[src/rtl/div_pkg.sv]
// Shared definitions for the restoring divider.
//   state_t        : FSM encoding (IDLE=0, RUN=1, DONE=2)
//   DEFAULT_WIDTH  : default operand/quotient/remainder width
package div_pkg;

    localparam int DEFAULT_WIDTH = 4;

    typedef enum logic [1:0] {
        IDLE = 2'd0,
        RUN  = 2'd1,
        DONE = 2'd2
    } state_t;

endpackage

[src/rtl/restoring_divider_if.sv]
// Request/result bundle for the restoring divider.
//   start, dividend, divisor               : request (master -> slave)
//   quotient, remainder, busy, done,
//   div_by_zero                            : result/status (slave -> master)
interface restoring_divider_if
    import div_pkg::*;
#(
    parameter int WIDTH = DEFAULT_WIDTH
);

    logic             start;
    logic [WIDTH-1:0] dividend;
    logic [WIDTH-1:0] divisor;
    logic [WIDTH-1:0] quotient;
    logic [WIDTH-1:0] remainder;
    logic             busy;
    logic             done;
    logic             div_by_zero;

    modport master (
        output start, dividend, divisor,
        input  quotient, remainder, busy, done, div_by_zero
    );

    modport slave (
        input  start, dividend, divisor,
        output quotient, remainder, busy, done, div_by_zero
    );

endinterface

[src/rtl/sub_stage.sv]
// Ripple-borrow subtractor: d = a - b - bin, bout = borrow out of the MSB.
//   a, b : WIDTH-bit operands
//   bin  : borrow in
//   d    : WIDTH-bit difference
//   bout : borrow out (1 when a < b + bin)
module sub_stage #(
    parameter int WIDTH = 5
) (
    input  logic [WIDTH-1:0] a,
    input  logic [WIDTH-1:0] b,
    input  logic             bin,
    output logic [WIDTH-1:0] d,
    output logic             bout
);

    logic [WIDTH:0] brw;

    assign brw[0] = bin;

    // One full-subtractor cell per bit.
    for (genvar i = 0; i < WIDTH; i++) begin : g_cell
        assign d[i]       = a[i] ^ b[i] ^ brw[i];
        assign brw[i + 1] = (~a[i] & b[i]) | (~(a[i] ^ b[i]) & brw[i]);
    end

    assign bout = brw[WIDTH];

endmodule

[src/rtl/restoring_divider.sv]
// Multi-cycle unsigned restoring divider, one shift-and-trial-subtract per clock.
//   clk, rst : clock and synchronous active-high reset
//   bus      : slave side of restoring_divider_if
//              start/dividend/divisor in; quotient/remainder/busy/done/
//              div_by_zero out. Results are registered and held until the
//              next completion; done pulses for the cycle the results land.
module restoring_divider
    import div_pkg::*;
#(
    parameter int WIDTH = DEFAULT_WIDTH
) (
    input  logic                clk,
    input  logic                rst,
    restoring_divider_if.slave  bus
);

    localparam int CW = $clog2(WIDTH + 1);

    state_t           state;
    state_t           state_nxt;

    logic [WIDTH:0]   r;        // partial remainder, extra MSB for the trial
    logic [WIDTH-1:0] q;        // dividend shifting out / quotient shifting in
    logic [WIDTH-1:0] d;        // latched divisor
    logic [CW-1:0]    count;

    logic             accept;
    logic             div_zero_req;
    logic             last_iter;

    logic [WIDTH:0]   r_shift;
    logic [WIDTH:0]   diff;
    logic             borrow;
    logic [WIDTH:0]   r_step;
    logic [WIDTH-1:0] q_step;

    // A new request is taken whenever no iteration is in flight, which
    // includes the DONE cycle for back-to-back operation.
    assign accept       = bus.start && (state != RUN);
    assign div_zero_req = (bus.divisor == '0);
    assign last_iter    = (count == CW'(1));

    // {R,Q} << 1: the dividend MSB moves into the remainder LSB.
    assign r_shift = (r << 1) | (WIDTH + 1)'(q[WIDTH-1]);

    sub_stage #(
        .WIDTH (WIDTH + 1)
    ) u_sub (
        .a    (r_shift),
        .b    ({1'b0, d}),
        .bin  (1'b0),
        .d    (diff),
        .bout (borrow)
    );

    // Borrow means the trial failed: keep the shifted value (restore).
    assign r_step = borrow ? r_shift : diff;
    assign q_step = {q[WIDTH-2:0], ~borrow};

    // ---------------------------------------------------------------- FSM
    always_ff @(posedge clk) begin
        if (rst) begin
            state <= IDLE;
        end else begin
            state <= state_nxt;
        end
    end

    always_comb begin
        state_nxt = state;
        bus.busy  = 1'b0;
        bus.done  = 1'b0;
        unique case (state)
            IDLE: begin
                if (bus.start) begin
                    state_nxt = div_zero_req ? DONE : RUN;
                end
            end
            RUN: begin
                bus.busy = 1'b1;
                if (last_iter) begin
                    state_nxt = DONE;
                end
            end
            DONE: begin
                bus.done = 1'b1;
                if (bus.start) begin
                    state_nxt = div_zero_req ? DONE : RUN;
                end else begin
                    state_nxt = IDLE;
                end
            end
            default: state_nxt = IDLE;
        endcase
    end

    // ----------------------------------------------------------- datapath
    always_ff @(posedge clk) begin
        if (rst) begin
            r               <= '0;
            q               <= '0;
            d               <= '0;
            count           <= '0;
            bus.quotient    <= '0;
            bus.remainder   <= '0;
            bus.div_by_zero <= 1'b0;
        end else if (accept) begin
            d     <= bus.divisor;
            r     <= '0;
            q     <= bus.dividend;
            count <= CW'(WIDTH);
            // Zero divisor skips the iterations and reports at once.
            if (div_zero_req) begin
                bus.quotient    <= '1;
                bus.remainder   <= bus.dividend;
                bus.div_by_zero <= 1'b1;
            end
        end else if (state == RUN) begin
            r     <= r_step;
            q     <= q_step;
            count <= count - CW'(1);
            // Remainder < divisor here, so the extra MSB is always 0.
            if (last_iter) begin
                bus.quotient    <= q_step;
                bus.remainder   <= r_step[WIDTH-1:0];
                bus.div_by_zero <= 1'b0;
            end
        end
    end

endmodule

[src/flat_wrapper.sv]
// flat-port wrapper written by rule: the top's interface ports become plain ports
module restoring_divider_flat import div_pkg::*;
#(
    parameter int WIDTH = DEFAULT_WIDTH
)
  (clk, rst, bus_start, bus_dividend, bus_divisor, bus_quotient, bus_remainder, bus_busy, bus_done, bus_div_by_zero);
  restoring_divider_if #(.WIDTH(WIDTH)) bus_i ();
  input  logic clk;
  input  logic rst;
  input wire logic [$bits(bus_i.start)-1:0] bus_start;
  input wire logic [$bits(bus_i.dividend)-1:0] bus_dividend;
  input wire logic [$bits(bus_i.divisor)-1:0] bus_divisor;
  output wire logic [$bits(bus_i.quotient)-1:0] bus_quotient;
  output wire logic [$bits(bus_i.remainder)-1:0] bus_remainder;
  output wire logic [$bits(bus_i.busy)-1:0] bus_busy;
  output wire logic [$bits(bus_i.done)-1:0] bus_done;
  output wire logic [$bits(bus_i.div_by_zero)-1:0] bus_div_by_zero;
  assign bus_i.start = bus_start;
  assign bus_i.dividend = bus_dividend;
  assign bus_i.divisor = bus_divisor;
  assign bus_quotient = bus_i.quotient;
  assign bus_remainder = bus_i.remainder;
  assign bus_busy = bus_i.busy;
  assign bus_done = bus_i.done;
  assign bus_div_by_zero = bus_i.div_by_zero;
  restoring_divider #(.WIDTH(WIDTH)) u_core (.clk(clk), .rst(rst), .bus(bus_i));
endmodule
[config.mk]
export PLATFORM = sky130hd
export DESIGN_NAME = restoring_divider_flat
export DESIGN_NICKNAME = d
export VERILOG_FILES = /design/src/rtl/div_pkg.sv /design/src/rtl/restoring_divider_if.sv /design/src/rtl/sub_stage.sv /design/src/rtl/restoring_divider.sv /design/src/flat_wrapper.sv
export SDC_FILE = /design/constraint.sdc
export NUM_CORES = 1
export LEC_CHECK = 0
export CAP_MARGIN = 0
export CORE_UTILIZATION = 58
export CTS_BUF_LIST = sky130_fd_sc_hd__clkbuf_2 sky130_fd_sc_hd__clkbuf_4 sky130_fd_sc_hd__clkbuf_8
export DETAILED_ROUTE_END_ITERATION = 6
export PLACE_DENSITY = 0.9
export SYNTH_ARGS = -nofsm -noshare
export SYNTH_HDL_FRONTEND = slang
export SYNTH_SLANG_ARGS = --single-unit
[constraint.sdc]
create_clock -name clk -period 5.5 [get_ports clk]
set_input_delay 1.1 -clock clk [delete_from_list [all_inputs] [get_ports clk]]
set_output_delay 1.1 -clock clk [all_outputs]
set_load 0.02 [all_outputs]
==> results.py <==
metrics = {
    "layout": {
        "final_nets": 178,
        "design_area_sq_um": 1572,
        "area_growth_pct": 18.49,
        "diodes": 0,
        "drive_gt1_share_pct": 8.125,
        "finalCoreUtilization_pct": 76.21,
        "fillCellCount": 159,
        "final_cells": 187,
        "seq_area_sq_um": 520.5,
        "multiInputGateArea_sq_um": 694.4,
    },
    "sta": {
        "setup_viol": 0,
        "rsz0062_at_grt": "false",
        "worst_slack_ns": 1.907,
        "clock_skew_ns": 0.01151,
        "report.final.slew_viol_count": 0,
        "worstMarginPinSlew_ns": 1.151,
        "worst_hold_slack_ns": 0.4702,
        "hold_viol": 0,
        "slew_headroom_pct": 22.21,
        "period_minus_slack_ns": 3.593,
        "max_freq_ghz": 0.2783,
        "fin_crit_sh_pct": 65.33,
        "setup_tns_ns": 0,
    },
    "synth": {
        "synthTopCellsByCount": "26 x dfxtp_1, 15 x inv_1, 11 x a211oi_1, 11 x a21oi_1, 9 x nor2_1",
        "yosysTopAreaCell": "dfxtp_1",
        "yosys.cell_count.top_type": "dfxtp_1",
        "synth_top_area_share_pct": 39.25,
        "synth_edf_count": 0,
        "synthCells": 145,
        "syn-num-nets": 162,
        "yosysSeqAreaShare_pct": 39.25,
        "netlist_top_cells_area": "dfxtp_1 39%, a211oi_1 6.2%, a311oi_1 5.3%, fa_1 4.5%, inv_1 4.2%",
        "avgSynthCellArea_sq_um": 9.147,
        "yosysUniqueCellTypes": 34,
        "ys.flop_type": "dfxtp_1",
        "ys_warn_count": 0,
        "async_flop_share_pct": 0,
        "ys_ff_latch": 26,
        "syn_area_sq_um": 1326,
    },
    "clocking": {
        "post_cts_buffers": 0,
        "cts-root-buf": "clkbuf_4",
        "htree_levels": 1,
        "cts_buffers": 3,
        "post_cts_resized": 0,
        "hold_buffers": 0,
        "clock_sinks": 26,
        "clk_latency_ns": 0.33,
        "cts_buffer_depth": 2,
        "clk_pin_slew_ns": 0.13,
        "cts_tree": "done",
    },
    "pwr": {
        "powerDensity_nw_per_um2": 281.4,
        "power_mw": 0.4422,
        "p_leak_nw": 0.5611,
        "ir_worst_vdd_mv": 0.2604,
    },
    "drt": {
        "vias_per_cell": 6.171,
        "post_drt_wl_per_cell_um": 15.41,
        "route.detailed.drc": 0,
        "ant_nets": 0,
        "wirelength_mm": 2.882,
        "drt_iter0_drc": 38,
        "dr.pass1.iters": 4,
        "vias": 1154,
    },
    "place": {
        "port_buffers": 21,
        "place_congestion": 0.8468,
        "hpwl_mm": 2.093,
        "placed_area_sq_um": 1519,
        "dp_slack_ns": 2.274,
        "dpl.cell_count": 183,
    },
    "die": {
        "die_area_sq_um": 2482,
        "die_w_um": 49.82,
        "die_y_um": 49.82,
        "placementRows": 16,
        "ios": 22,
        "core_area_sq_um": 2062,
        "initial_core_util_pct": 64.32,
    },
    "grt": {
        "antenna_found_initial": 0,
        "grt_max_degree": 29,
        "grt_pass1_wl_mm": 4.878,
        "grt.total_usage_pct": 25.57,
        "grt_pass1_vias": 1102,
        "grt.overflow.total": 0,
    },
    "critical_path": {
        "crit_required_ns": 4.40,
        "worst-path-max-fanout": 28,
        "rrSetupSlack_ns": 2.82,
        "reg2reg_depth": 8,
        "end_kind": "output port",
        "worstSetupPathType": "reg -> out",
        "crit_path_start_kind": "flip-flop",
        "crit_arrival_ns": 2.49,
    },
    "job": {
        "drv_cap": 0,
    },
    "min_path": {
        "hp-class": "reg -> reg",
        "hold_depth": 2,
    },
    "run_status": {
        "status": "completed",
    },
}
sequential cells by signal (all words and copies together) (netlist names):
| register | cells |
|---|---|
| u_core.bus.div_by_zero | 1 |
| u_core.bus.quotient | 4 |
| u_core.bus.remainder | 4 |
| u_core.count | 3 |
| u_core.d | 4 |
| u_core.q | 4 |
| u_core.r | 4 |
| u_core.state | 2 |
routing by layer:
| metal | GRT usage, % | vias up | wire length, um |
|---|---|---|---|
| met3 | 3.704 | 5 | 130 |
| li1 | - | 560 | - |
| met4 | 10.00 | 0 | 30 |
| met2 | 43.69 | 38 | 1457 |
| met1 | 32.11 | 551 | 1263 |
| met5 | 0 | - | 0 |
worst max-delay path: stages, from the launching register on:
cell and delay, ns:
dfxtp_1 0.41, nand2b_1 0.80, inv_2 0.33, clkdlybuf4s50_1 0.63
cell usage in the layout, fill, tap and decap left out, types with 3 or more instances in the layout:
| master | Yosys | final |
|---|---|---|
| fa_1 | 3 | 3 |
| or3b_2 | 4 | 4 |
| nor2b_1 | 3 | 3 |
| mux2i_1 | 3 | 3 |
| clkdlybuf4s50_1 | 0 | 21 |
| dfxtp_1 | 26 | 26 |
| o221ai_1 | 4 | 4 |
| clkbuf_4 | 0 | 3 |
| a211oi_1 | 11 | 11 |
| nand3_1 | 8 | 8 |
| o211ai_1 | 4 | 4 |
| inv_1 | 15 | 15 |
| a311oi_1 | 8 | 8 |
| ha_1 | 3 | 3 |
| a21oi_1 | 11 | 11 |
| o21ai_0 | 5 | 5 |
| nand2_1 | 4 | 4 |
| nor2_1 | 9 | 9 |
area by class of cell:
| cell class | count | share of cell area [%] |
|---|---|---|
| Multi-Input combinational cell | 93 | 44.19 |
| Sequential cell | 26 | 33.12 |
| Timing Repair Buffer | 21 | 13.38 |
| Inverter | 16 | 3.822 |
| Tap cell | 27 | 2.150 |
| Clock inverter | 1 | 1.911 |
| Clock buffer | 3 | 1.433 |
report_power, final:
part	internal (mW)	switching (mW)	leakage (nW)	total (mW)
Clock	0.0737	0.0572	0.0279	0.131
Sequential	0.201	0.00999	0.213	0.211
Combinational	0.0442	0.0563	0.321	0.101
kinds of logic after synthesis:
family | Yosys count | synth area share, %
buffers and inverters | 26 | 8.395
multiplexers | 3 | 2.264
AND/OR/NAND/NOR | 35 | 16.23
adder cells (fa/ha/maj) | 6 | 7.359
flip-flops | 26 | 39.25
XOR/XNOR | 1 | 0.6605
AO/OA/AOI/OAI | 48 | 25.85
path summary, 6_finish.rpt:
path / from / endpoint
setup / recovery: u_core.state[1] / bus_busy
setup reg to reg: u_core.q[3] / u_core.bus.remainder[3]
hold reg to reg: u_core.bus.quotient[2] / u_core.bus.quotient[2]
hold / removal: u_core.bus.quotient[2] / u_core.bus.quotient[2]
No activity file was read; power rests on OpenSTA's default activity.
